[config.mk]
export PLATFORM = sky130hd
export DESIGN_NAME = timer_dev
export DESIGN_NICKNAME = d
export VERILOG_FILES = /design/src/rtl/timer_dev.sv
export SDC_FILE = /design/constraint.sdc
export NUM_CORES = 1
export LEC_CHECK = 0
export CELL_PAD_IN_SITES_DETAIL_PLACEMENT = 0
export CELL_PAD_IN_SITES_GLOBAL_PLACEMENT = 1
export CORE_AREA = 2 2 132 134
export CTS_CLUSTER_SIZE = 14
export DETAILED_ROUTE_END_ITERATION = 16
export DIE_AREA = 0 0 134 136
export GPL_ROUTABILITY_DRIVEN = 0
export PLACE_DENSITY = 0.61
export SYNTH_ARGS = -nofsm -noshare
export SYNTH_HDL_FRONTEND = slang
export SYNTH_SLANG_ARGS = --single-unit
[constraint.sdc]
create_clock -name clk -period 3.45 [get_ports clk]
set_input_delay 0.69 -clock clk [delete_from_list [all_inputs] [get_ports clk]]
set_output_delay 0.69 -clock clk [all_outputs]
set_load 0.01 [all_outputs]
[src/rtl/timer_dev.sv]
// timer_dev: memory-mapped countdown timer on the M-stage data bus.
//
// Register window (word select from the bridge's Addr[3:2]):
//   00 CTRL   : bit0 Enable, bits[2:1] Mode, bit3 IM (interrupt mask)
//   01 PRESET : reload value
//   10 COUNT  : current count (read-only)
//   11 unused : reads as zero, writes ignored
//
// Ports:
//   clk   - single clock, rising-edge state updates
//   reset - asynchronous active-low reset
//   Addr  - word select
//   WE    - write enable (already qualified by the bridge)
//   DIN   - write data
//   DOUT  - combinational read data selected by Addr
//   IRQ   - interrupt request toward CP0 (irq flag gated by IM)
module timer_dev #(
  parameter int WIDTH = 32
) (
  input  logic             clk,
  input  logic             reset,
  input  logic [1:0]       Addr,
  input  logic             WE,
  input  logic [WIDTH-1:0] DIN,
  output logic [WIDTH-1:0] DOUT,
  output logic             IRQ
);

  typedef enum logic [1:0] {
    ST_IDLE = 2'd0,
    ST_LOAD = 2'd1,
    ST_CNT  = 2'd2,
    ST_INT  = 2'd3
  } state_t;

  localparam logic [1:0] ADDR_CTRL   = 2'b00;
  localparam logic [1:0] ADDR_PRESET = 2'b01;
  localparam logic [1:0] ADDR_COUNT  = 2'b10;
  localparam logic [1:0] MODE_RELOAD = 2'b01;

  state_t           state_r;
  logic [3:0]       ctrl_r;
  logic [WIDTH-1:0] preset_r;
  logic [WIDTH-1:0] count_r;
  logic             irq_flag_r;

  logic             enable_s;
  logic [1:0]       mode_s;
  logic             im_s;

  assign enable_s = ctrl_r[0];
  assign mode_s   = ctrl_r[2:1];
  assign im_s     = ctrl_r[3];

  // Timer FSM plus bus writes; the bus write is applied last so a CTRL
  // write overrides whatever the FSM did to ctrl/irq_flag on the same edge,
  // while the FSM's next state is still decided from the pre-write ctrl.
  always_ff @(posedge clk or negedge reset) begin
    if (!reset) begin
      state_r    <= ST_IDLE;
      ctrl_r     <= 4'd0;
      preset_r   <= '0;
      count_r    <= '0;
      irq_flag_r <= 1'b0;
    end else begin
      case (state_r)
        ST_IDLE: begin
          if (enable_s) begin
            state_r    <= ST_LOAD;
            irq_flag_r <= 1'b0;
          end else begin
            state_r <= ST_IDLE;
          end
        end
        ST_LOAD: begin
          count_r <= preset_r;
          state_r <= ST_CNT;
        end
        ST_CNT: begin
          if (!enable_s) begin
            // Disabled mid-count: count is frozen where it stands.
            state_r <= ST_IDLE;
          end else if (count_r == '0) begin
            state_r    <= ST_INT;
            irq_flag_r <= 1'b1;
          end else begin
            count_r <= count_r - WIDTH'(1);
          end
        end
        ST_INT: begin
          if (mode_s == MODE_RELOAD) begin
            irq_flag_r <= 1'b0;
            state_r    <= ST_LOAD;
          end else begin
            // One-shot (and the two undefined modes): stop and keep the flag.
            ctrl_r[0] <= 1'b0;
            state_r   <= ST_IDLE;
          end
        end
        default: begin
          state_r <= ST_IDLE;
        end
      endcase

      if (WE) begin
        case (Addr)
          ADDR_CTRL: begin
            ctrl_r     <= DIN[3:0];
            irq_flag_r <= 1'b0;
          end
          ADDR_PRESET: begin
            preset_r <= DIN;
          end
          default: begin
            // COUNT is read-only and the fourth word is unused.
          end
        endcase
      end
    end
  end

  // Combinational read mux.
  always_comb begin
    DOUT = '0;
    case (Addr)
      ADDR_CTRL:   DOUT = {{(WIDTH-4){1'b0}}, ctrl_r};
      ADDR_PRESET: DOUT = preset_r;
      ADDR_COUNT:  DOUT = count_r;
      default:     DOUT = '0;
    endcase
  end

  assign IRQ = irq_flag_r & im_s;

endmodule
## After elaboration in Yosys (flattened, before gate mapping)

Index checks and enable logic that the tools add are counted.

| word-level totals | value |
|---|---|
| output and inout bits | 33 |
| register bits after elaboration | 71 |
| logic and storage cells | 44 |

| operators by class | value |
|---|---|
| equality and inequality tests | 9 |
| reductions and logical operators | 7 |
| bitwise operators | 1 |
| $add $sub $neg | 1 |
| multiplexer cells | 20 |

Operators with widths:

| kind | count |
|---|---|
| case mux 32 bit (3 select lines) | 1 |
| two-way mux 32 bit | 2 |
| case mux 32 bit (2 select lines) | 1 |
| zero test 32 bit | 1 |
| subtractor 32 x 1 -> 32 bit, second input constant | 1 |
| two-way mux 1 bit | 12 |
| case mux 2 bit (4 select lines) | 1 |
| equality test 2 x 1 -> 1 bit, second input constant | 3 |
| equality test 2 bit, second input constant | 3 |
| zero test 2 bit | 2 |
| two-way mux 2 bit | 2 |
| != test 2 bit, second input constant | 2 |
| AND reduction 2 bit | 2 |
| != test 3 bit, second input constant | 1 |
| case mux 1 bit (3 select lines) | 1 |
| AND reduction 3 bit | 1 |
| nonzero test 2 bit | 1 |
| AND 1 bit | 1 |

## Depth between registers and ports, before layout

Gate-level depths: netlist (run 1).

| logic depth | value |
|---|---|
| depth after elaboration | 6 |
| depth in mapped cells | 9 |

## Least setup slack after synthesis (run 1)

OpenSTA, ideal clock, no wires.

| timing | value |
|---|---|
| path type | input -> output |
| from | input port Addr[0] |
| to | output port DOUT[10] |
| buffers on the path | 3 |
| stages | 5 |
| data arrival time | 1.954 ns |
| setup slack | 0.806 ns |
| data required time | 2.760 ns |
| path through | clkbuf_1 nor2b_1 clkbuf_1 buf_1 a22o_1 |

| between the ends | value |
|---|---|
| longest elaborated chain between the ends | 2 |
| elaborated cells between the ends (all ways) | 4 |

Ends and longest elaborated chain:

| what | line | source |
|---|---|---|
| from (decl) | 22 | `input logic [1:0] Addr,` |
| equality test 2 bit, or another cell as far along | 125 | `case (Addr)` |
| case mux 32 bit (3 select lines) * | 125 |  |
| to (decl) | 25 | `output logic [WIDTH-1:0] DOUT,` |

Every way passes the cells marked *; elsewhere a longest branch is shown, timed or not.

## Worst setup path after layout (run 1)

| timing | value |
|---|---|
| from | input port Addr[0] |
| to | output port DOUT[23] |

Same word-level chain as after synthesis.

==> results of run 1 <==
[flip-flops by register name, indices dropped and copies added (netlist names)]
signal	count
irq_flag_r	1
count_r	32
state_r	2
preset_r	32
ctrl_r	4
[metal layers]
metal / wire [um] / global-route usage
met5: 0 / 0
met4: 212 / 0.05615
met3: 537 / 0.02759
met2: 6065 / 0.2379
met1: 6134 / 0.1998
[power by group]
group / switching, mW / total, mW / internal, mW / leakage, nW
clock: 0.347 / 0.864 / 0.517 / 0.132
sequential: 0.405 / 1.52 / 1.11 / 0.848
combinational: 0.835 / 1.59 / 0.757 / 1.07
[synthesized netlist by cell type, types with 6 or more instances]
library cell / number
sky130_fd_sc_hd__nor2_1: 19
sky130_fd_sc_hd__a31oi_1: 12
sky130_fd_sc_hd__o2bb2ai_1: 12
sky130_fd_sc_hd__o21ai_0: 17
sky130_fd_sc_hd__a22o_1: 30
sky130_fd_sc_hd__clkbuf_1: 28
sky130_fd_sc_hd__nor4_1: 11
sky130_fd_sc_hd__dfrtp_1: 71
sky130_fd_sc_hd__nand2_1: 27
sky130_fd_sc_hd__a21oi_1: 16
sky130_fd_sc_hd__a22oi_1: 6
sky130_fd_sc_hd__nor3_1: 13
sky130_fd_sc_hd__o31ai_1: 8
sky130_fd_sc_hd__or4_1: 12
sky130_fd_sc_hd__nand3_1: 12
sky130_fd_sc_hd__mux2_2: 35
[through the flow]
step | std cells | area [sq um] | util | hold slack [ps]
CTS | 712 | 5404 | 0.3202 | 422.7
floorplan | 419 | 4148 | - | 394.4
global route | 712 | 5404 | 0.3202 | 451.2
global placement | 698 | 5139 | 0.3045 | 506.7
detailed placement | 698 | 5139 | 0.3045 | 510.4
finish | 712 | 5404 | 0.3202 | 406.7
[layout make-up]
class                           count  area [sq um]  area share
Clock buffer                       13         260.3     0.04816
Timing Repair Buffer               93         865.8      0.1602
Tap cell                          225         281.5     0.05210
Multi-Input combinational cell    303          2192      0.4056
Inverter                            6         22.52    0.004168
Clock inverter                      1         5.005   0.0009261
Sequential cell                    71          1777      0.3288
[cells by family (layout without fill, tap and decap cells)]
group | Yosys count | count (layout) | share of synthesized area
AOI/OAI and AO/OA | 137 | 137 | 0.2462
adders and majority gates | 2 | 2 | 0.006032
and+or+nand+nor | 124 | 124 | 0.1662
DFF | 71 | 71 | 0.4284
buffers and inverters | 45 | 113 | 0.04615
muxes | 40 | 40 | 0.1071
[worst max path at each step]
| stage | to | slack [ps] |
|---|---|---|
| 5_1_grt | DOUT[23] | 240 |
| 2_1_floorplan | DOUT[10] | 810 |
| 6_report | DOUT[23] | 270 |
| 3_3_place_gp | DOUT[23] | 290 |
| 4_1_cts | DOUT[23] | 280 |
| 3_5_place_dp | DOUT[23] | 290 |
[critical path: cells and delay by family]
| kind | cells | cell delay [ps] |
|---|---|---|
| buffers and inverters | 3 | 1370 |
| AOI/OAI and AO/OA | 1 | 210 |
| and+or+nand+nor | 1 | 220 |
[layout by cell type (no fill, tap or decap), types with 4 or more instances in the layout]
master / instances
sky130_fd_sc_hd__a21oi_1: 16
sky130_fd_sc_hd__nand3_1: 12
sky130_fd_sc_hd__o211ai_2: 5
sky130_fd_sc_hd__nor2_1: 19
sky130_fd_sc_hd__a31oi_1: 12
sky130_fd_sc_hd__o22ai_1: 5
sky130_fd_sc_hd__a22oi_1: 6
sky130_fd_sc_hd__o21ai_0: 17
sky130_fd_sc_hd__nor3_1: 13
sky130_fd_sc_hd__nor4_1: 11
sky130_fd_sc_hd__mux2_2: 35
sky130_fd_sc_hd__and2_1: 4
sky130_fd_sc_hd__o2bb2ai_1: 12
sky130_fd_sc_hd__dfrtp_1: 71
sky130_fd_sc_hd__buf_4: 24
sky130_fd_sc_hd__a22o_1: 30
sky130_fd_sc_hd__o31ai_1: 8
sky130_fd_sc_hd__or3_1: 5
sky130_fd_sc_hd__clkbuf_16: 9
sky130_fd_sc_hd__mux2i_1: 5
sky130_fd_sc_hd__or4_1: 12
sky130_fd_sc_hd__clkdlybuf4s50_1: 68
sky130_fd_sc_hd__o22a_1: 4
sky130_fd_sc_hd__inv_1: 5
sky130_fd_sc_hd__nand2_1: 27
sky130_fd_sc_hd__a211oi_1: 5
==> impl_metrics.tcl, run 1 <==
set metrics [dict create \
    status "finished clean" \
    netlist_instances 419 \
    yosysWarnings 0 \
    dp_worst_setup_slack_ps 287.5 \
    finalWirelength_mm 12.95 \
    syn-num-nets 458 \
    grt_pass1_vias 3748 \
    clock_tree.buffer_depth 2 \
    total_negative_setup_slack_ps 0 \
    slew_viol_final 0 \
    fin_nets 523 \
    count_of_flip_flops_with_a_built_in_enable_after_synthesis 0 \
    critical_path.max_fanout 16 \
    syn-cell-area_sq_mm 0.004148 \
    floorplan.rows 48 \
    min_period_ps 3180 \
    tightest_slew_ps 1199 \
    timing.critical_path.slowest_stage_cell "sky130_fd_sc_hd__clkdlybuf4s50_1" \
    num_vias 3698 \
    cts_root_buffer "sky130_fd_sc_hd__clkbuf_16" \
    synth.top_cells.by_area "sky130_fd_sc_hd__dfrtp_1 (43%), sky130_fd_sc_hd__mux2_2 (9.5%), sky130_fd_sc_hd__a22o_1 (6.3%), sky130_fd_sc_hd__clkbuf_1 (2.5%), sky130_fd_sc_hd__o2bb2ai_1 (2.5%)" \
    cts_num_sinks 71 \
    worst_clock_skew_ps 7.059 \
    path_common_cell "sky130_fd_sc_hd__clkdlybuf4s50_1" \
    worst_ep_arrival_time_ps 2490 \
    slowest_delay_ps 580 \
    synth.avg_cell_area_sq_um 9.899 \
    grt_setup_unrepaired "no" \
    max_cap_viol_count 0 \
    post_cts_buffers 0 \
    postSynth.asyncResetShare 1.000 \
    path_cells "clkdlybuf4s50_1, nor2b_2, buf_4, a22o_1, clkdlybuf4s50_1" \
    floorplan.core_area_sq_mm 0.01688 \
    post_cts.resized_instances 0 \
    crit_type "input port to output port" \
    largest_net_degree_at_the_start_of_global_routing 53 \
    vias_per_cell 5.194 \
    drt_iter0_markers 232 \
    layout-drive-gt1-share 0.1786 \
    post-route-worst-setup-slack_ps 270.3 \
    min_path_type "input port to asynchronous set/reset pin" \
    power_mw 3.973 \
    maximum_clock_frequency_mhz 314.5 \
    worst_vdd_ir_uv 250.4 \
    gr-usage-all-layers 0.1486 \
    r2r-end "count_r[23]" \
    clkTransAtPathRegs_ps 50 \
    drt_pass_1_iters 4 \
    yosys_register_bits 71 \
    numCtsBuffers 9 \
    fp.dieArea_sq_mm 0.01822 \
    synth.yosys.seq_area_share 0.4284 \
    critPathCaptureType "output port" \
    grt_pass1_wl_mm 21.02 \
    setup.reg_to_reg.worst_slack_ps 500 \
    grt_overflow 0 \
    crit-reg2reg-launch "count_r[7]" \
    timing.critical_path.from_type "input port" \
    floorplan.io_pins 70 \
    detail_routed_net_length_per_standard_cell_um 18.19 \
    final_min_period_over_clock_period 0.9216 \
    fill_cells 1734 \
    chipHeight_um 136 \
    clock_latency_ps 350 \
    powerDensity_mw_per_mm2 735.2 \
    tritoncts "yes" \
    cell_type_with_the_largest_total_area_after_synthesis "sky130_fd_sc_hd__dfrtp_1" \
    timing.final.setup_violations 0 \
    port_buffers 69 \
    timing.critical_path.from "Addr[0]" \
    critical_path_required_ps 2760 \
    timing_hold_violations_final 0 \
    drt_drc_violations_left 0 \
    diodes 0 \
    width_of_the_die_um 134 \
    drt.antenna.violating_nets 0 \
    holdBufCountCts 0 \
    slew_headroom 0.1988 \
    reg2reg_depth 6 \
    cts.htree.levels 3 \
    dp_wirelength_mm 9.259 \
    ys.flop_type "sky130_fd_sc_hd__dfrtp_1" \
    grt_antenna_before_repair 0 \
    synth_top_cell_area_share 0.4284 \
    total_leakage_power_nw 2.047 \
    synth.lib_cells_used.distinct 52 \
    areaGrowthSynthToFinish_pct 30.29 \
    initial_utilization 0.2458 \
]
No activity file was read; power rests on OpenSTA's default activity.
==> run 2: changes to the inputs <==
==> config.mk (replaced) <==
export PLATFORM = sky130hd
export DESIGN_NAME = timer_dev
export DESIGN_NICKNAME = d
export VERILOG_FILES = /design/src/rtl/timer_dev.sv
export SDC_FILE = /design/constraint.sdc
export NUM_CORES = 1
export LEC_CHECK = 0
export CELL_PAD_IN_SITES_DETAIL_PLACEMENT = 1
export CELL_PAD_IN_SITES_GLOBAL_PLACEMENT = 2
export CORE_AREA = 2 2 132 134
export CTS_CLUSTER_SIZE = 14
export DETAILED_ROUTE_END_ITERATION = 16
export DIE_AREA = 0 0 134 136
export DONT_BUFFER_PORTS = 1
export GPL_ROUTABILITY_DRIVEN = 0
export PLACE_DENSITY = 0.62
export SYNTH_ARGS = -nofsm -noshare
export SYNTH_HDL_FRONTEND = slang
export SYNTH_SLANG_ARGS = --single-unit
==> impl_metrics.tcl, run 2 (synthesis gave the netlist of run 1 again) <==
set metrics [dict create \
    grt_overflow 0 \
    cts_num_sinks 71 \
    crit_type "flip-flop to flip-flop" \
    fp.dieArea_sq_mm 0.01822 \
    total_leakage_power_nw 1.783 \
    drt.antenna.violating_nets 0 \
    slowest_delay_ps 520 \
    post_cts_buffers 0 \
    tightest_slew_ps 835.5 \
    clock_latency_ps 340 \
    numCtsBuffers 9 \
    timing.critical_path.from "count_r[0]" \
    grt_antenna_before_repair 0 \
    detail_routed_net_length_per_standard_cell_um 21.28 \
    tritoncts "yes" \
    grt_pass1_vias 3663 \
    met3RoutedLength_um 617 \
    slew_viol_final 0 \
    drt_pass_1_iters 4 \
    cts.htree.levels 3 \
    worst_ep_arrival_time_ps 3070 \
    finalHoldWorstSlack_ps 37.31 \
    finalCoreUtilization 0.2809 \
    m1WireLength_mm 6.013 \
    timing.final.setup_violations 0 \
    fin_nets 448 \
    areaGrowthSynthToFinish_pct 14.30 \
    min_path_type "input port to asynchronous set/reset pin" \
    worst_clock_skew_ps 5.533 \
    initial_utilization 0.2458 \
    diodes 0 \
    path_cells "inv_1, ha_1, or4b_1, or4_4, or4_1, buf_4, nand2_4, o21ai_0" \
    powerDensity_mw_per_mm2 840.4 \
    layout.cells.most_common_list "sky130_fd_sc_hd__dfrtp_1 (71), sky130_fd_sc_hd__mux2_2 (35), sky130_fd_sc_hd__a22o_1 (30)" \
    timing.critical_path.slowest_stage_cell "sky130_fd_sc_hd__or4_4" \
    slew_headroom 0.4418 \
    grt_setup_unrepaired "no" \
    dp_wirelength_mm 9.079 \
    width_of_the_die_um 134 \
    worst-path-buf-inv 2 \
    critPathCaptureType "flip-flop" \
    worst_vdd_ir_uv 280.0 \
    floorplan.core_area_sq_mm 0.01688 \
    grt_pass1_wl_mm 21.80 \
    critical_path_required_ps 3660 \
    final_min_period_over_clock_period 0.8268 \
    maximum_clock_frequency_mhz 350.6 \
    status "finished clean" \
    finalWirelength_mm 13.60 \
    holdBufCountCts 0 \
    power_mw 3.984 \
    floorplan.rows 48 \
    clock_tree.buffer_depth 2 \
    drt_iter0_markers 180 \
    largest_delay_contributor_family_on_the_critical_path "simple AND/OR/NAND/NOR gates" \
    critical_path.max_fanout 24 \
    vias_per_cell 5.397 \
    drt_drc_violations_left 0 \
    post-route-worst-setup-slack_ps 597.7 \
    gr-usage-all-layers 0.1552 \
    wl_met2_mm 6.827 \
    port_buffers 0 \
    clkTransAtPathRegs_ps 60 \
    crit-reg2reg-launch "count_r[0]" \
    layout_top_registers "count_r: 32 flops, preset_r: 32 flops, ctrl_r: 4 flops" \
    layout-drive-gt1-share 0.2029 \
    layout.cells.most_common "sky130_fd_sc_hd__dfrtp_1" \
    dp_worst_setup_slack_ps 587.8 \
    timing.critical_path.from_type "flip-flop" \
    max_cap_viol_count 0 \
    largest_net_degree_at_the_start_of_global_routing 72 \
    post_cts.resized_instances 0 \
    chipHeight_um 136 \
    total_negative_setup_slack_ps 0 \
    floorplan.io_pins 70 \
    timing_hold_violations_final 0 \
    num_vias 3449 \
    dr.max_layer_used "met4" \
    cts_root_buffer "sky130_fd_sc_hd__clkbuf_16" \
    min_period_ps 2852 \
]
## run 2: final timing paths
check | endpoint | slack (ps) | depth (start not counted)
max | count_r[2] | 600 | 8
min | preset_r[9] | 40 | 0
max reg2reg | count_r[2] | 600 | 8
min reg2reg | irq_flag_r | 520 | 2
max in group asynchronous | count_r[16] | 3270 | 0
min in group clk | ctrl_r[0] | 480 | 2
## run 2: final cells by class
class / instances / area, sq um
Fill cell: 1886 / 12140
Multi-Input combinational cell: 303 / 2192
Sequential cell: 71 / 1777
Tap cell: 225 / 281.5
Clock buffer: 11 / 252.7
Timing Repair Buffer: 18 / 135.1
Clock inverter: 5 / 80.08
Inverter: 6 / 22.52
## run 2: power by group
part | internal (mW) | total, mW | switching (mW)
logic | 0.601 | 1.42 | 0.819
registers | 1.11 | 1.52 | 0.408
clock network | 0.671 | 1.05 | 0.374
total | 2.38 | 3.98 | 1.60
## run 2: per-layer routing
layer  vias to the layer above  global-route usage
li1                       1609                   -
met1                      1769              0.1939
met2                        58              0.2630
met3                        13             0.04213
met4                         0             0.04492
met5                         -                   0
## run 2: per-stage QoR
step	cells	instance area [sq um]
global route	639	4741
global placement	623	4408
CTS	639	4741
detailed placement	623	4408
finish	639	4741
floorplan	419	4148
==> run 3: changes to the inputs <==
--- a/config.mk
+++ b/config.mk
@@ -13,7 +13,7 @@
 export DIE_AREA = 0 0 134 136
 export DONT_BUFFER_PORTS = 1
 export GPL_ROUTABILITY_DRIVEN = 0
-export PLACE_DENSITY = 0.62
+export PLACE_DENSITY = 0.64
 export SYNTH_ARGS = -nofsm -noshare
 export SYNTH_HDL_FRONTEND = slang
 export SYNTH_SLANG_ARGS = --single-unit
==> constraint.sdc (replaced) <==
create_clock -name clk -period 2.5 [get_ports clk]
set_input_delay 0.5 -clock clk [delete_from_list [all_inputs] [get_ports clk]]
set_output_delay 0.5 -clock clk [all_outputs]
set_load 0.01 [all_outputs]
==> impl_metrics.tcl, run 3 (synthesis gave the netlist of run 1 again) <==
set metrics [dict create \
    status "finished, violations left" \
    failing_checks "setup timing" \
    standard_cell_area_after_detailed_placement_sq_mm 0.004765 \
    largest_delay_contributor_family_on_the_critical_path "simple AND/OR/NAND/NOR gates" \
    cellInternalPower_mw 3.725 \
    power_frac_seq 0.305 \
    floorplan.rows 48 \
    diodes 0 \
    timing.critical_path.slowest_stage_cell "sky130_fd_sc_hd__or4_4" \
    path_cells "or4_4, or4_4, or4_4, buf_12, buf_12, a31oi_1, a21oi_1" \
    total_switching_power_mw 2.493 \
    fin_nets 499 \
    power.combinational.fraction 0.462 \
    layout.cells.most_common "sky130_fd_sc_hd__dfrtp_1" \
    num_vias 3693 \
    wl_met2_mm 7.213 \
    dr.max_layer_used "met4" \
    clock_latency_ps 350 \
    finalCoreUtilization 0.3204 \
    swShare 0.4009 \
    area_used_by_multi_input_combinational_logic_sq_mm 0.002390 \
    worst_ep_arrival_time_ps 2870 \
    m1WireLength_mm 6.406 \
    cts_num_sinks 71 \
    clkTransAtPathRegs_ps 60 \
    final_min_period_over_clock_period 1.057 \
    tritoncts "yes" \
    grt_pass1_vias 3974 \
    min_path_type "input port to asynchronous set/reset pin" \
    vias_per_cell 5.352 \
    grt_pass1_wl_mm 23.09 \
    areaGrowthSynthToFinish_pct 30.35 \
    detail_routed_net_length_per_standard_cell_um 20.95 \
    chipHeight_um 136 \
    numCtsBuffers 9 \
    layout_top_registers "count_r: 32 flops, preset_r: 32 flops, ctrl_r: 4 flops" \
    dp_worst_setup_slack_ps -115.1 \
    path_common_cell "sky130_fd_sc_hd__or4_4" \
    port_buffers 0 \
    power_mw 6.218 \
    worst_vdd_ir_uv 421.0 \
    width_of_the_die_um 134 \
    largest_net_degree_at_the_start_of_global_routing 72 \
    worst-path-buf-inv 2 \
    layout.cells.most_common_list "sky130_fd_sc_hd__dfrtp_1 (71), sky130_fd_sc_hd__buf_4 (61), sky130_fd_sc_hd__mux2_2 (35)" \
    drt.antenna.violating_nets 0 \
    cts.htree.levels 3 \
    fp.dieArea_sq_mm 0.01822 \
    timing.critical_path.from_type "flip-flop" \
    slew_viol_final 0 \
    critical_path_required_ps 2730 \
    crit_type "flip-flop to flip-flop" \
    maximum_clock_frequency_mhz 378.6 \
    powerDensity_mw_per_mm2 1150 \
    slowest_delay_ps 550 \
    numPlacedInstances 665 \
    ff_latch_area_sq_mm 0.001777 \
    grt_overflow 0 \
    finalWirelength_mm 14.46 \
    layout-drive-gt1-share 0.3462 \
    grt_antenna_before_repair 0 \
    grt_setup_unrepaired "yes" \
    timing.final.setup_violations 28 \
    timing_hold_violations_final 0 \
    dp_wirelength_mm 9.947 \
    power.clock.fraction 0.233 \
    finalHoldWorstSlack_ps 25.15 \
    min_period_ps 2641 \
    fill_cells 1869 \
    stdcell_area_sq_mm 0.005406 \
    met3RoutedLength_um 463 \
    cts_root_buffer "sky130_fd_sc_hd__clkbuf_16" \
    post-route-worst-setup-slack_ps -141.3 \
    total_leakage_power_nw 2.102 \
    floorplan.io_pins 70 \
    slew_headroom 0.4552 \
    worst_clock_skew_ps 10.89 \
    floorplan.core_area_sq_mm 0.01688 \
    max_cap_viol_count 0 \
    drt_iter0_markers 140 \
    final-instance-count-excl-fill 690 \
    clock_tree.buffer_depth 2 \
    initial_utilization 0.2458 \
    tightest_slew_ps 816.1 \
    critPathCaptureType "flip-flop" \
    drt_pass_1_iters 4 \
    gr-usage-all-layers 0.1641 \
    drt_drc_violations_left 0 \
    critical_path.max_fanout 8 \
    total_negative_setup_slack_ps -2202 \
]
[run 3: cell types whose count changed in the layout (fill, tap and decap cells not counted), sizes merged]
cell,before,now
nand2,28,29
clkinvlp,2,0
buf,18,67
clkbuf,11,14
[run 3: what timing repair did]
item | in CTS | in global routing
endpoints found under the hold margin | 71 | 0
gates cloned | 0 | 2
hold buffers | 1 | 0
setup buffers | 1 | 5
setup endpoints to repair | 27 | 33
resized for setup | 6 | 30
pin swaps | 1 | 11
[run 3: per-layer routing]
layer	vias to the layer above	global-route usage
li1	1712	-
met1	1900	0.2087
met2	57	0.2724
met3	24	0.03020
met4	0	0.07210
met5	-	0
[run 3: area by class of cell]
cell class / count / share of cell area
clock inverters: 3 / 0.01203
multi-input cells: 304 / 0.4420
repair buffers: 68 / 0.1129
inverters: 6 / 0.004166
well taps: 225 / 0.05207
flip-flops and latches: 71 / 0.3286
clock buffers: 13 / 0.04814
[run 3: power groups by stage]
stage               clock (mW)  combinational, mW  sequential (mW)
finish                    1.45               2.87             1.90
global route              1.52               3.16             1.96
CTS                       1.48               2.66             1.89
detailed placement           0               2.55             1.90
global placement             0               2.50             1.89
floorplan                    0               1.56             1.86
[run 3: worst paths after layout]
kind	to	depth (start not counted)	from	slack, ps
min in group clk	ctrl_r[0]	2	DIN[0]	280
worst max-delay path	count_r[14]	7	count_r[29]	-140
worst max register to register	count_r[14]	7	count_r[29]	-140
max in group asynchronous	count_r[15]	1	reset	2130
worst min register to register	irq_flag_r	2	irq_flag_r	500
worst min-delay path	preset_r[9]	1	reset	30
